### config.mk
export PLATFORM = sky130hd
export DESIGN_NAME = nh_lcd_bus_engine
export DESIGN_NICKNAME = d
export VERILOG_FILES = /design/src/rtl/nh_lcd_pkg.sv /design/src/rtl/nh_lcd_phase_timer.sv /design/src/rtl/nh_lcd_bus_engine.sv
export SDC_FILE = /design/constraint.sdc
export NUM_CORES = 1
export LEC_CHECK = 0
export BUFFER_PORTS_ARGS = -buffer_cell sky130_fd_sc_hd__buf_2
export CORE_UTILIZATION = 44
export CTS_CLUSTER_DIAMETER = 60
export DETAILED_ROUTE_END_ITERATION = 10
export PLACE_DENSITY = 0.8
export SETUP_SLACK_MARGIN = 0.5
export SYNTH_ARGS = -nofsm -noshare
export SYNTH_HDL_FRONTEND = slang
export SYNTH_HIERARCHICAL = 1
export SYNTH_SLANG_ARGS = --single-unit
### constraint.sdc
create_clock -name clk -period 7.6 [get_ports clk]
set_clock_uncertainty 0.1 [all_clocks]
set_input_delay 0 -clock clk [delete_from_list [all_inputs] [get_ports clk]]
set_output_delay 0 -clock clk [all_outputs]
set_load 0.01 [all_outputs]
### src/rtl/nh_lcd_pkg.sv
// Shared types and constants for the LCD parallel bus engine.
// State encoding, direction codes and debug-word field offsets.
package nh_lcd_pkg;

    typedef enum logic [3:0] {
        ST_IDLE     = 4'd0,
        ST_FETCH    = 4'd1,
        ST_SETUP    = 4'd2,
        ST_STROBE   = 4'd3,
        ST_HOLD     = 4'd4,
        ST_FINISHED = 4'd5
    } lcd_state_e;

    localparam logic DIR_WRITE = 1'b0;
    localparam logic DIR_READ  = 1'b1;

    localparam int DBG_STATE_LSB = 0;
    localparam int DBG_STATE_W   = 4;
    localparam int DBG_DIR_BIT   = 4;
    localparam int DBG_CNT_LSB   = 16;
    localparam int DBG_CNT_W     = 16;

    localparam int PHASE_W = 8;

endpackage

### src/rtl/nh_lcd_phase_timer.sv
// Down-counter for one bus phase: load a length, flag its last cycle.
// A length of 0 or 1 both give a single-cycle phase.
module nh_lcd_phase_timer
    import nh_lcd_pkg::*;
(
    input  logic               clk,
    input  logic               rst_n,
    input  logic               i_load,
    input  logic [PHASE_W-1:0] i_len,
    output logic               o_last
);

    logic [PHASE_W-1:0] cnt_q;
    logic [PHASE_W-1:0] cnt_d;

    always_comb begin
        cnt_d = cnt_q;
        if (i_load) begin
            cnt_d = (i_len == '0) ? '0 : i_len - PHASE_W'(1);
        end else if (cnt_q != '0) begin
            cnt_d = cnt_q - PHASE_W'(1);
        end
    end

    always_ff @(posedge clk or negedge rst_n) begin
        if (!rst_n) begin
            cnt_q <= '0;
        end else begin
            cnt_q <= cnt_d;
        end
    end

    assign o_last = (cnt_q == '0);

endmodule

### src/rtl/nh_lcd_bus_engine.sv
// Burst engine driving an 8080-style LCD bus with setup/strobe/hold phases.
// Read bursts are built only when NH_LCD_READ_EN is defined.
module nh_lcd_bus_engine
    import nh_lcd_pkg::*;
#(
    parameter int DATA_WIDTH    = 8,
    parameter int SETUP_CYCLES  = 1,
    parameter int STROBE_CYCLES = 2,
    parameter int HOLD_CYCLES   = 1,
    parameter int COUNT_WIDTH   = 16
) (
    input  logic                   clk,
    input  logic                   rst_n,
    input  logic                   i_enable,
    input  logic                   i_write_stb,
    input  logic                   i_read_stb,
    input  logic                   i_cmd_parameter,
    input  logic [COUNT_WIDTH-1:0] i_count,
    input  logic [DATA_WIDTH-1:0]  i_wr_data,
    input  logic                   i_wr_valid,
    output logic                   o_wr_ready,
    output logic [DATA_WIDTH-1:0]  o_rd_data,
    output logic                   o_rd_valid,
    output logic                   o_busy,
    output logic                   o_finished,
    output logic                   o_cmd_mode,
    output logic                   o_write,
    output logic                   o_read,
    output logic                   o_data_out_en,
    output logic [DATA_WIDTH-1:0]  o_data_out,
    input  logic [DATA_WIDTH-1:0]  i_data_in,
    output logic [31:0]            o_debug
);

    localparam logic [PHASE_W-1:0] SETUP_LEN  = PHASE_W'(SETUP_CYCLES);
    localparam logic [PHASE_W-1:0] STROBE_LEN = PHASE_W'(STROBE_CYCLES);
    localparam logic [PHASE_W-1:0] HOLD_LEN   = PHASE_W'(HOLD_CYCLES);

    lcd_state_e             state_q;
    lcd_state_e             state_d;
    logic                   dir_q;
    logic                   dir_d;
    logic                   cmd_q;
    logic                   cmd_d;
    logic [COUNT_WIDTH-1:0] remaining_q;
    logic [COUNT_WIDTH-1:0] remaining_d;
    logic [DATA_WIDTH-1:0]  data_out_q;
    logic [DATA_WIDTH-1:0]  data_out_d;
    logic                   read_req;
    logic                   wr_fire;
    logic                   in_phase;
    logic                   timer_load;
    logic [PHASE_W-1:0]     timer_len;
    logic                   phase_last;

`ifdef NH_LCD_READ_EN
    assign read_req = i_read_stb;
`else
    assign read_req = 1'b0;
`endif

    nh_lcd_phase_timer u_timer (
        .clk    (clk),
        .rst_n  (rst_n),
        .i_load (timer_load),
        .i_len  (timer_len),
        .o_last (phase_last)
    );

    assign o_wr_ready = (state_q == ST_FETCH) && (dir_q == DIR_WRITE)
                        && i_enable;
    assign wr_fire    = o_wr_ready && i_wr_valid;

    always_comb begin
        state_d     = state_q;
        dir_d       = dir_q;
        cmd_d       = cmd_q;
        remaining_d = remaining_q;
        data_out_d  = data_out_q;
        timer_load  = 1'b0;
        timer_len   = SETUP_LEN;
        unique case (state_q)
            ST_IDLE: begin
                if (i_enable && (i_write_stb || read_req)) begin
                    dir_d       = i_write_stb ? DIR_WRITE : DIR_READ;
                    cmd_d       = i_cmd_parameter;
                    remaining_d = i_count;
                    state_d     = (i_count == '0) ? ST_FINISHED : ST_FETCH;
                end
            end
            ST_FETCH: begin
                if (!i_enable) begin
                    state_d = ST_FINISHED;
                end else if (dir_q == DIR_READ || wr_fire) begin
                    if (wr_fire) begin
                        data_out_d = i_wr_data;
                    end
                    state_d    = ST_SETUP;
                    timer_load = 1'b1;
                    timer_len  = SETUP_LEN;
                end
            end
            ST_SETUP: begin
                if (phase_last) begin
                    state_d    = ST_STROBE;
                    timer_load = 1'b1;
                    timer_len  = STROBE_LEN;
                end
            end
            ST_STROBE: begin
                if (phase_last) begin
                    state_d    = ST_HOLD;
                    timer_load = 1'b1;
                    timer_len  = HOLD_LEN;
                end
            end
            ST_HOLD: begin
                // Dropping i_enable lets this transfer finish but starts no more.
                if (phase_last) begin
                    remaining_d = remaining_q - COUNT_WIDTH'(1);
                    if (remaining_d != '0 && i_enable) begin
                        state_d = ST_FETCH;
                    end else begin
                        state_d = ST_FINISHED;
                    end
                end
            end
            ST_FINISHED: begin
                state_d = ST_IDLE;
            end
            default: begin
                state_d = ST_IDLE;
            end
        endcase
    end

    always_ff @(posedge clk or negedge rst_n) begin
        if (!rst_n) begin
            state_q     <= ST_IDLE;
            dir_q       <= DIR_WRITE;
            cmd_q       <= 1'b0;
            remaining_q <= '0;
            data_out_q  <= '0;
        end else begin
            state_q     <= state_d;
            dir_q       <= dir_d;
            cmd_q       <= cmd_d;
            remaining_q <= remaining_d;
            data_out_q  <= data_out_d;
        end
    end

    assign in_phase = (state_q == ST_SETUP) || (state_q == ST_STROBE)
                      || (state_q == ST_HOLD);

    assign o_busy        = (state_q != ST_IDLE);
    assign o_finished    = (state_q == ST_FINISHED);
    assign o_data_out_en = in_phase && (dir_q == DIR_WRITE);
    assign o_write       = (state_q == ST_STROBE) && (dir_q == DIR_WRITE);
    assign o_data_out    = data_out_q;

    // Gated by rst_n so the pass-through in IDLE also reads 0 under reset.
    assign o_cmd_mode = rst_n
                        && ((state_q == ST_IDLE) ? i_cmd_parameter : cmd_q);

`ifdef NH_LCD_READ_EN
    logic                  rd_capture;
    logic                  rd_valid_q;
    logic                  rd_valid_d;
    logic [DATA_WIDTH-1:0] rd_data_q;
    logic [DATA_WIDTH-1:0] rd_data_d;

    assign rd_capture = (state_q == ST_STROBE) && (dir_q == DIR_READ)
                        && phase_last;

    always_comb begin
        rd_valid_d = rd_capture;
        rd_data_d  = rd_capture ? i_data_in : rd_data_q;
    end

    always_ff @(posedge clk or negedge rst_n) begin
        if (!rst_n) begin
            rd_valid_q <= 1'b0;
            rd_data_q  <= '0;
        end else begin
            rd_valid_q <= rd_valid_d;
            rd_data_q  <= rd_data_d;
        end
    end

    assign o_read     = (state_q == ST_STROBE) && (dir_q == DIR_READ);
    assign o_rd_valid = rd_valid_q;
    assign o_rd_data  = rd_data_q;
`else
    logic unused_read;
    assign unused_read = ^{i_read_stb, i_data_in};

    assign o_read     = 1'b0;
    assign o_rd_valid = 1'b0;
    assign o_rd_data  = '0;
`endif

    always_comb begin
        o_debug = '0;
        o_debug[DBG_STATE_LSB +: DBG_STATE_W] = state_q;
        o_debug[DBG_DIR_BIT] = dir_q;
        o_debug[DBG_CNT_LSB +: DBG_CNT_W] = DBG_CNT_W'(remaining_q);
    end

endmodule

==> impl_metrics.env <==
export IMPL_drt_vias_per_instance=5.30
export IMPL_grt_pass1_vias=2320
export IMPL_cp_depth=13
export IMPL_synth_top_family_by_area="simple AND/OR/NAND/NOR gates"
export IMPL_grt_overflow_total=0
export IMPL_start_kind="flip-flop"
export IMPL_dr_pass1_iters=4
export IMPL_power_density_mw_per_mm2=331
export IMPL_syn_inst=306
export IMPL_reg2regPathDepth=13
export IMPL_hp_class="in2reg"
export IMPL_path_class="reg2reg"
export IMPL_clock_root_buffer="clkbuf_8"
export IMPL_io_buffers=63
export IMPL_yosys_warnings=6
export IMPL_relSlewSlack_pct=24.9
export IMPL_hold_violations=0
export IMPL_synth_ff_type="dfrtp_1"
export IMPL_fin_crit_ns=3.14
export IMPL_synth_xor_area_share_pct=4.30
export IMPL_initial_utilization_pct=46.9
export IMPL_drt_iter0_markers=211
export IMPL_critPathArrivalTime_ns=3.23
export IMPL_antenna_found_initial=0
export IMPL_crit_family="simple AND/OR/NAND/NOR gates"
export IMPL_postRouteAntennaNets=0
export IMPL_cpMostUsedCell="inv_1"
export IMPL_final_fill_count=502
export IMPL_avgSynthCellArea_um2=8.65
export IMPL_cts_setup_buffers=0
export IMPL_synth_area_leaders="dfrtp_1 35%, buf_4 6.5%, a21oi_1 4.5%, nor2_1 4.5%, mux2_2 3.8%"
export IMPL_grtUsageTotal_pct=22.2
export IMPL_synth_compound_area_share_pct=18.3
export IMPL_path_cells="inv_1, ha_1, nor3b_1, nand2_1, clkinv_1, and3b_1, inv_1, inv_1, ha_1, inv_1, o41ai_4, o22ai_1, o21a_1"
export IMPL_setup_viol=0
export IMPL_placed_cells=448
export IMPL_cts_buffers_inserted=5
export IMPL_syn_area_mm2=0.00265
export IMPL_period_share_pct=41.3
export IMPL_post_synth_mux_area_share_pct=5.39
export IMPL_synth_top_area_share_pct=35.0
export IMPL_endpoint_kind="flip-flop"
export IMPL_dieHeight_um=79.6
export IMPL_ys_seq_elements=37
export IMPL_slowest_stage="o41ai_4"
export IMPL_worstMarginPinSlew_ns=1.12
export IMPL_dp_hpwl_mm=4.55
export IMPL_synth_most_common_cell="dfrtp_1"
export IMPL_clock_sinks=37
export IMPL_wire_per_inst_um=13.9
export IMPL_multiInputGateArea_mm2=0.00161
export IMPL_clkTransAtPathRegs_ns=0.08
export IMPL_crit_buf_inv=5
export IMPL_fp_coreArea_mm2=0.00564
export IMPL_drv_slew=0
export IMPL_vias=2532
export IMPL_num_antenna_cells=0
export IMPL_critPathMaxStageDelay_ns=0.51
export IMPL_clock_latency_ns=0.29
export IMPL_grt_max_degree=39
export IMPL_cap_viol_max_count=0
export IMPL_dieArea_mm2=0.00633
export IMPL_synth_simple_area_share_pct=24.1
export IMPL_synth_edf_count=0
export IMPL_synth_fa_ha_area_share_pct=2.36
export IMPL_cts_htree_levels=2
export IMPL_rows=27
export IMPL_drive_gt1_share_pct=21.9
export IMPL_synth_cell_types=56
export IMPL_tns_ns=0
export IMPL_drc=0
export IMPL_grt_pass1_wl_mm=11.0
export IMPL_irDropWorstVdd_v=0.000203
export IMPL_synthTopCellsByCount="37 x dfrtp_1, 32 x nor2_1, 24 x a21oi_1"
export IMPL_cts_tree="done"
export IMPL_cp_required_ns=7.69
export IMPL_routabilityCongestion=0.906
export IMPL_ctsResizeCount=0
export IMPL_ios=95
export IMPL_rsz0062_at_grt="false"
export IMPL_cp_max_fo=9
export IMPL_p_leak_nw=1.49
export IMPL_yosysSeqAreaShare_pct=35.0
export IMPL_status="completed"
export IMPL_synthToLayoutAreaGrowth_pct=24.7
export IMPL_final_nets=450
export IMPL_clk_path_buf_depth=2
export IMPL_die_w_um=79.6
export IMPL_hold_depth=3
export IMPL_stdcell_count=478
export IMPL_timing_fmax_mhz=319
export IMPL_async_flop_share_pct=100
export IMPL_drt_wl_total_mm=6.63
export IMPL_synth_largest_area_cell="dfrtp_1"
export IMPL_regArea_um2=926
-- final cells by class --
| cell class | instances | share of cell area, % |
|---|---|---|
| clock buffer | 7 | 2.62 |
| inverter | 12 | 1.36 |
| multi-input combinational | 264 | 48.7 |
| sequential | 37 | 28.1 |
| tap | 72 | 2.73 |
| timing repair buffer | 86 | 16.5 |
-- where the power goes --
group,switching (mW),internal [mW]
Combinational,0.281,0.244
Sequential,0.132,0.292
Clock,0.0727,0.0721
Total,0.485,0.608
-- path summary, 6_finish.rpt --
| check | start | end | slack, ns |
|---|---|---|---|
| worst min-delay path | i_count[11] | remaining_q[11]$_DFFE_PN0P_ | 0.007 |
| min in group asynchronous | rst_n | remaining_q[5]$_DFFE_PN0P_ | 0.25 |
| worst max register to register | u_timer/cnt_q[0]$_DFFE_PN0P_ | u_timer/cnt_q[4]$_DFFE_PN0P_ | 4.46 |
| worst min register to register | o_data_out[7]$_DFFE_PN0P_ | o_data_out[7]$_DFFE_PN0P_ | 0.41 |
| max in group asynchronous | rst_n | o_data_out[2]$_DFFE_PN0P_ | 6.59 |
| worst max-delay path | u_timer/cnt_q[0]$_DFFE_PN0P_ | u_timer/cnt_q[4]$_DFFE_PN0P_ | 4.46 |
-- logic make-up (layout without fill, tap and decap cells) --
kind of cell	after synthesis	after routing
AOI/OAI and AO/OA	75	75
xor gates and xnor gates	13	13
adders and majority gates	5	5
buffers and inverters	48	105
DFF	37	37
muxes	13	13
other	1	44
and+or+nand+nor	114	114
-- flip-flops by register name, indices dropped and copies added, names as in the netlist --
name,flops
remaining_q,16
o_data_out,8
u_timer/cnt_q,8
state_q,3
cmd_q,1
dir_q,1
-- repair_timing --
action | in CTS | in global routing
hold buffers | 23 | 0
endpoints found under the setup margin | 0 | 0
hold endpoints to repair | 59 | 0
-- worst reg2reg max path, stage by stage (launching register included) --
cell and delay (ns):
dfrtp_1 0.38, inv_1 0.09, ha_1 0.20, nor3b_1 0.32, nand2_1 0.20, clkinv_1 0.23, and3b_1 0.27, inv_1 0.11
inv_1 0.09, ha_1 0.19, inv_1 0.08, o41ai_4 0.51, o22ai_1 0.13, o21a_1 0.14
-- cells in the final DEF, fill, tap and decap left out, types with 7 or more instances in the layout --
master | Yosys | layout
mux2_2 | 9 | 9
dlygate4sd3_1 | 0 | 23
nand2_1 | 23 | 23
nor3_1 | 10 | 10
xnor2_1 | 11 | 11
nor2_1 | 32 | 32
inv_1 | 11 | 11
o22ai_1 | 7 | 7
a21oi_1 | 24 | 24
buf_2 | 1 | 63
conb_1 | 1 | 44
nor4_1 | 9 | 9
o21ai_0 | 18 | 18
dfrtp_1 | 37 | 37
-- routing by layer --
| layer | GRT usage [%] | vias up | part of all wire, % |
|---|---|---|---|
| met1 | 28.5 | 1190 | 42 |
| met4 | 9.27 | 0 | 2.8 |
| met3 | 4.23 | 19 | 5.5 |
| met2 | 36.5 | 100 | 49 |
| met5 | 0 | - | 0 |
| li1 | - | 1223 | - |
-- metrics by stage --
step           instance area, um2  util [%]  setup slack (ns)  hold WS (ns)  power, mW
5_1_grt                      3300      58.5              4.22        0.0444       1.17
3_3_place_gp                 2980      52.9              4.58        0.0633      0.912
3_5_place_dp                 2980      52.9              4.51        0.0667      0.936
4_1_cts                      3300      58.5              4.48       0.00906       1.09
2_1_floorplan                2810         -              4.93        -0.396      0.777
6_report                     3300      58.5              4.46       0.00679       1.09
Power figures use the tool's default switching activity.
